===== src/rtl/negcap_pkg.sv =====
// Shared types and helpers for the negedge capture sequencer.
// State encoding, default sizes and a saturating counter step.
package negcap_pkg;

  typedef enum logic [2:0] {
    IDLE,
    RESET,
    CHKRST,
    SETUP,
    FALL,
    SAMPLE,
    DONE
  } state_e;

  localparam int DEF_DATA_W   = 7;
  localparam int DEF_ITER_W   = 8;
  localparam int DEF_HOLD_CYC = 2;
  localparam int DEF_RST_CYC  = 2;

  function automatic logic [31:0] sat_inc(
    input logic [31:0] v,
    input logic [31:0] maxv
  );
    return (v >= maxv) ? maxv : v + 32'd1;
  endfunction

endpackage


===== src/rtl/negcap_phase_timer.sv =====
// Load/count-down phase counter shared by the timed states.
// expire_o is high once the loaded count has run down to zero.
module negcap_phase_timer #(
  parameter int W = 2
) (
  input  logic         clk_i,
  input  logic         rst_n_i,
  input  logic         load_i,
  input  logic [W-1:0] load_val_i,
  output logic         expire_o
);

  logic [W-1:0] cnt_q;

  // Load on phase entry, then count down and park at zero.
  always_ff @(posedge clk_i or negedge rst_n_i) begin
    if (!rst_n_i) begin
      cnt_q <= '0;
    end else if (load_i) begin
      cnt_q <= load_val_i;
    end else if (cnt_q != '0) begin
      cnt_q <= cnt_q - 1'b1;
    end
  end

  assign expire_o = (cnt_q == '0);

endmodule


===== src/rtl/negedge_capture_sequencer.sv =====
// Drives a negedge-clocked capture register through reset and N
// load/compare iterations, counting mismatches on its output.
module negedge_capture_sequencer
  import negcap_pkg::*;
#(
  parameter int DATA_W   = DEF_DATA_W,
  parameter int ITER_W   = DEF_ITER_W,
  parameter int HOLD_CYC = DEF_HOLD_CYC,
  parameter int RST_CYC  = DEF_RST_CYC
) (
  input  logic              clkin_data,
  input  logic              rst_n,
  input  logic              start,
  input  logic [ITER_W-1:0] num_iter,
  input  logic [DATA_W-1:0] seed_data,
  output logic              busy,
  output logic              done,
  output logic              dut_clk,
  output logic              dut_rst,
  output logic [DATA_W-1:0] dut_d,
  input  logic [DATA_W-1:0] dut_q,
  output logic              mismatch,
  output logic [ITER_W-1:0] mismatch_cnt,
  output logic [DATA_W-1:0] last_bad
);

  localparam int MAXC = (HOLD_CYC > RST_CYC) ? HOLD_CYC : RST_CYC;
  localparam int TW   = (MAXC > 1) ? $clog2(MAXC) : 1;
  localparam logic [TW-1:0] RST_LD  = TW'(RST_CYC - 1);
  localparam logic [TW-1:0] HOLD_LD = TW'(HOLD_CYC - 1);
  localparam logic [ITER_W-1:0] CNT_ALL = '1;

  state_e            state_q, state_d;
  logic [ITER_W-1:0] n_q;
  logic [DATA_W-1:0] seed_q;
  logic [ITER_W-1:0] iter_q;
  logic [ITER_W-1:0] iter_nx;
  logic [ITER_W-1:0] iter_set;
  logic              busy_q;
  logic              done_q;
  logic              dut_clk_q;
  logic              dut_rst_q;
  logic [DATA_W-1:0] dut_d_q;
  logic              mm_q;
  logic [ITER_W-1:0] cnt_q;
  logic [DATA_W-1:0] lb_q;
  logic              tmr_load;
  logic [TW-1:0]     tmr_val;
  logic              tmr_exp;
  logic              fail;

  negcap_phase_timer #(
    .W(TW)
  ) u_timer (
    .clk_i      (clkin_data),
    .rst_n_i    (rst_n),
    .load_i     (tmr_load),
    .load_val_i (tmr_val),
    .expire_o   (tmr_exp)
  );

  // Next state, timer loads on phase entry, and compare result.
  always_comb begin
    state_d  = state_q;
    tmr_load = 1'b0;
    tmr_val  = '0;
    iter_nx  = iter_q + 1'b1;
    iter_set = (state_q == SAMPLE) ? iter_nx : '0;
    fail     = 1'b0;
    unique case (state_q)
      IDLE: begin
        if (start) begin
          state_d  = RESET;
          tmr_load = 1'b1;
          tmr_val  = RST_LD;
        end
      end
      RESET: begin
        if (tmr_exp) state_d = CHKRST;
      end
      CHKRST: begin
        fail = (dut_q != '0);
        if (n_q == '0) begin
          state_d = DONE;
        end else begin
          state_d  = SETUP;
          tmr_load = 1'b1;
          tmr_val  = HOLD_LD;
        end
      end
      SETUP: begin
        if (tmr_exp) begin
          state_d  = FALL;
          tmr_load = 1'b1;
          tmr_val  = HOLD_LD;
        end
      end
      FALL: begin
        if (tmr_exp) state_d = SAMPLE;
      end
      SAMPLE: begin
        fail = (dut_q != dut_d_q);
        if (iter_nx == n_q) begin
          state_d = DONE;
        end else begin
          state_d  = SETUP;
          tmr_load = 1'b1;
          tmr_val  = HOLD_LD;
        end
      end
      DONE: begin
        state_d = IDLE;
      end
      default: begin
        state_d = IDLE;
      end
    endcase
  end

  // State, registered DUT drive and result bookkeeping.
  always_ff @(posedge clkin_data or negedge rst_n) begin
    if (!rst_n) begin
      state_q   <= IDLE;
      n_q       <= '0;
      seed_q    <= '0;
      iter_q    <= '0;
      busy_q    <= 1'b0;
      done_q    <= 1'b0;
      dut_clk_q <= 1'b1;
      dut_rst_q <= 1'b1;
      dut_d_q   <= '0;
      mm_q      <= 1'b0;
      cnt_q     <= '0;
      lb_q      <= '0;
    end else begin
      state_q   <= state_d;
      busy_q    <= (state_d != IDLE);
      done_q    <= (state_d == DONE);
      dut_clk_q <= !((state_d == FALL) || (state_d == SAMPLE));
      dut_rst_q <= (state_d == RESET);
      if ((state_q == IDLE) && start) begin
        n_q    <= num_iter;
        seed_q <= seed_data;
        mm_q   <= 1'b0;
        cnt_q  <= '0;
        lb_q   <= '0;
      end
      if (fail) begin
        mm_q  <= 1'b1;
        cnt_q <= ITER_W'(sat_inc(32'(cnt_q), 32'(CNT_ALL)));
        lb_q  <= dut_q;
      end
      if ((state_q == CHKRST) || (state_q == SAMPLE)) begin
        iter_q <= iter_set;
      end
      if ((state_d == SETUP) && (state_q != SETUP)) begin
        dut_d_q <= seed_q + DATA_W'(iter_set);
      end
    end
  end

  assign busy         = busy_q;
  assign done         = done_q;
  assign dut_clk      = dut_clk_q;
  assign dut_rst      = dut_rst_q;
  assign dut_d        = dut_d_q;
  assign mismatch     = mm_q;
  assign mismatch_cnt = cnt_q;
  assign last_bad     = lb_q;

endmodule


===== config.mk =====
export PLATFORM = sky130hd
export DESIGN_NAME = negedge_capture_sequencer
export DESIGN_NICKNAME = d
export VERILOG_FILES = /design/src/rtl/negcap_pkg.sv /design/src/rtl/negcap_phase_timer.sv /design/src/rtl/negedge_capture_sequencer.sv
export SDC_FILE = /design/constraint.sdc
export NUM_CORES = 1
export LEC_CHECK = 0
export CAP_MARGIN = 20
export CORE_MARGIN = 3
export CORE_UTILIZATION = 45
export CTS_CLUSTER_DIAMETER = 80
export DETAILED_ROUTE_END_ITERATION = 7
export PLACE_DENSITY = 0.71
export SETUP_SLACK_MARGIN = 0.5
export SLEW_MARGIN = 20
export SYNTH_ARGS = -nofsm -noshare
export SYNTH_HDL_FRONTEND = slang
export SYNTH_SLANG_ARGS = --single-unit

===== constraint.sdc =====
create_clock -name clkin_data -period 3.85 [get_ports clkin_data]
set_input_delay 0.5775 -clock clkin_data [delete_from_list [all_inputs] [get_ports clkin_data]]
set_output_delay 0.5775 -clock clkin_data [all_outputs]
set_load 0.01 [all_outputs]

==> flow_summary.toml <==
[synthesis]
syn_area_mm2 = 0.00330
async_flop_share_pct = 100
synthesis.instances = 381
ys_types = 58
yosys-top-cells-area = "dfrtp_1 (39%), nand2_1 (7.4%), a21oi_1 (3.3%), nor2_1 (3.3%), o21ai_0 (3.2%)"
synth_ff_type = "dfrtp_1"
yosysWarnings = 0
synth_nets = 415
avgSynthCellArea_um2 = 8.66
synth_top_area_cell = "dfrtp_1"
netlist_top_cells_count = "nand2_1 (65), dfrtp_1 (52), nor2_1 (29)"
yosysSeqAreaShare_pct = 41.0
netlist.area_leader.share_pct = 39.4
synth_enable_flop_cells = 0
yosysMostFrequentCell = "nand2_1"
ys_seq_elements = 54

[critical_path]
r2r-end = "dut_d[6]"
crit_type = "flop to flop"
startpoint = "state_q[0]"
startpoint_type = "flop"
crit_path_end_kind = "flop"
cp.arrival_ps = 3270
cp.required_ps = 4070
regToRegStartpoint = "state_q[0]"
slowest_delay_ps = 560
slowest_stage = "dfrtp_1"
critPathCapture = "dut_d[6]"
crit_chain = "nor2b_1 > nand2_1 > buf_4 > nor2_1 > ha_1 > nor2b_1 > o21a_1 > o21a_1 > o211ai_1 > xnor2_1 > a311oi_2"
r2r_cells = 11
reg2reg_slack_ps = 800
crit_fanout = 22

[clocking]
cts_hold_buf = 0
cts-root-buf = "clkbuf_8"
cts_tree = "done"
cts_buffers = 5
clock_latency_ps = 310
clockBufferDepth = 2
htreeDepth = 2
cts_resized = 0
cts.reportedPaths.clkPinSlew_ps = 100
cts_setup_buffers = 0
cts_num_sinks = 54

[global_route]
met1_usage_pct = 29.0
grt_max_degree = 36
grt_pass1_wl_um = 14000
busiest_layer = "met2"
gr-total-overflow = 0
grt_usage_pct = 20.5
grtUsageMet2_pct = 32.7
grt_util_met3_pct = 3.28
grt_pass1_vias = 2859
antenna_found_initial = 0

[timing]
rsz0062_at_grt = "false"
worst_slew_pin_slew_ps = 772
fin_tns_setup_ps = 0
fin_skew_ps = 12.3
setup_violations = 0
hold_viol = 0
slew_violations = 0
hold-worst-slack_ps = 328
slew_headroom_pct = 48.5
fin_crit_ps = 3050
setup_ws_ps = 805
clock.fmax_mhz = 328
period_share_pct = 79.1

[route]
num_vias = 2937
ant_nets = 0
drc = 0
wl_per_cell_um = 15.8
routed_wl_um = 8230
drt-vias-per-instance = 5.65
drtIter0Drc = 155
dr.pass1.iters = 4

[floorplanning]
core_mm2 = 0.00694
die_h_um = 91.6
die_area_mm2 = 0.00840
rows = 30
start_util_pct = 47.5
ios = 52
die_w_um = 91.6

[pwr]
peakVddDrop_uv = 314
p_per_area_mw_per_mm2 = 659
leakage_uw = 0.00170

[job]
cap_violations = 0

[layout]
drive_above_1_share_pct = 6.84
syn_to_final_growth_pct = 21.2
diodes = 0
final_nets = 457
design_area_mm2 = 0.00400

[placement]
place_ws_ps = 838
port_buffers = 51
dp_hpwl_um = 6090
placed_cell_area_mm2 = 0.00388
place.gp.congestion = 0.889

[outcome]
status = "finished clean"

[worst_hold_path]
holdCritPathClass = "input pin to async pin"
[worst max-delay path: cells and delay by family, from the launching register on]
| family | cells | cell delay (ps) |
|---|---|---|
| AOI/OAI and AO/OA | 4 | 880 |
| DFF | 1 | 560 |
| buffers and inverters | 1 | 240 |
| adders and majority gates | 1 | 260 |
| and+or+nand+nor | 4 | 900 |
| xor gates and xnor gates | 1 | 120 |
[sequential cells by signal, summed over array words and instances, names as in the netlist]
register and cells:
iter_q 8, u_timer.cnt_q 1, busy 1, done 1, dut_rst 1, state_q 3, mismatch_cnt 8, dut_d 7
seed_q 7, dut_clk 1, n_q 8, last_bad 7, mismatch 1
[stage by stage]
step	cells	power (uW)	util, %
after floorplan	381	1760	-
final	520	2640	57.6
after detailed placement	512	2250	55.9
after CTS	520	2640	57.6
after global routing	520	2860	57.6
after global placement	512	2220	55.9
[per-layer routing]
layer,routed length (um),vias up,share of wire (%)
met5,0,-,0
met4,129,0,1.6
met3,271,12,3.3
met2,3860,63,47
met1,3970,1412,48
li1,-,1450,-
[placed cells by master (no fill, tap or decap), drive strengths merged, types with 2 or more instances in the layout]
master	instances
a211oi	2
a21oi	23
a311oi	6
a31oi	8
and2	2
and3	7
buf	9
clkbuf	5
clkdlybuf4s50	50
clkinvlp	2
dfrtp	52
dfstp	2
ha	8
inv	9
mux2i	3
nand2	66
nand2b	5
nand3	17
nand3b	3
nand4	8
nor2	29
nor2b	5
nor3	12
nor3b	4
nor4	7
nor4b	5
o2111ai	3
o21a	2
o21ai	22
o21bai	3
o22ai	2
o311a	3
or3	3
xnor2	7
xnor3	2
xor2	11
[where the power goes]
group / switching (uW) / total [uW] / internal (uW)
Sequential: 226 / 998 / 773
Clock: 196 / 390 / 194
Combinational: 681 / 1250 / 566
Total: 1100 / 2640 / 1530
[how the worst min path moves through the flow]
stage | startpoint | end | cells after the start
finish | rst_n | last_bad[1] | 1
global placement | mismatch | mismatch | 2
floorplan | rst_n | busy | 0
detailed placement | mismatch | mismatch | 2
global route | rst_n | iter_q[6] | 1
CTS | rst_n | last_bad[1] | 1
[layout make-up]
cell class / count / area, um^2
repair buffers: 59 / 566
inverters: 9 / 33.8
well taps: 96 / 120
clock buffers: 5 / 68.8
multi-input cells: 294 / 1810
flip-flops and latches: 54 / 1350
clock inverters: 3 / 45.0
fillers: 623 / 2950
[kinds of logic (layout without fill, tap and decap cells)]
family | after synthesis | in the layout | share of synthesized area (%)
AO/OA/AOI/OAI | 86 | 86 | 17.2
AND/OR/NAND/NOR | 176 | 176 | 26.8
XOR/XNOR | 20 | 20 | 6.14
buffers and inverters | 33 | 76 | 4.29
adder cells (fa/ha/maj) | 9 | 9 | 3.64
flip-flops | 54 | 54 | 41.0
multiplexers | 3 | 3 | 0.910
Power figures use the tool's default switching activity.
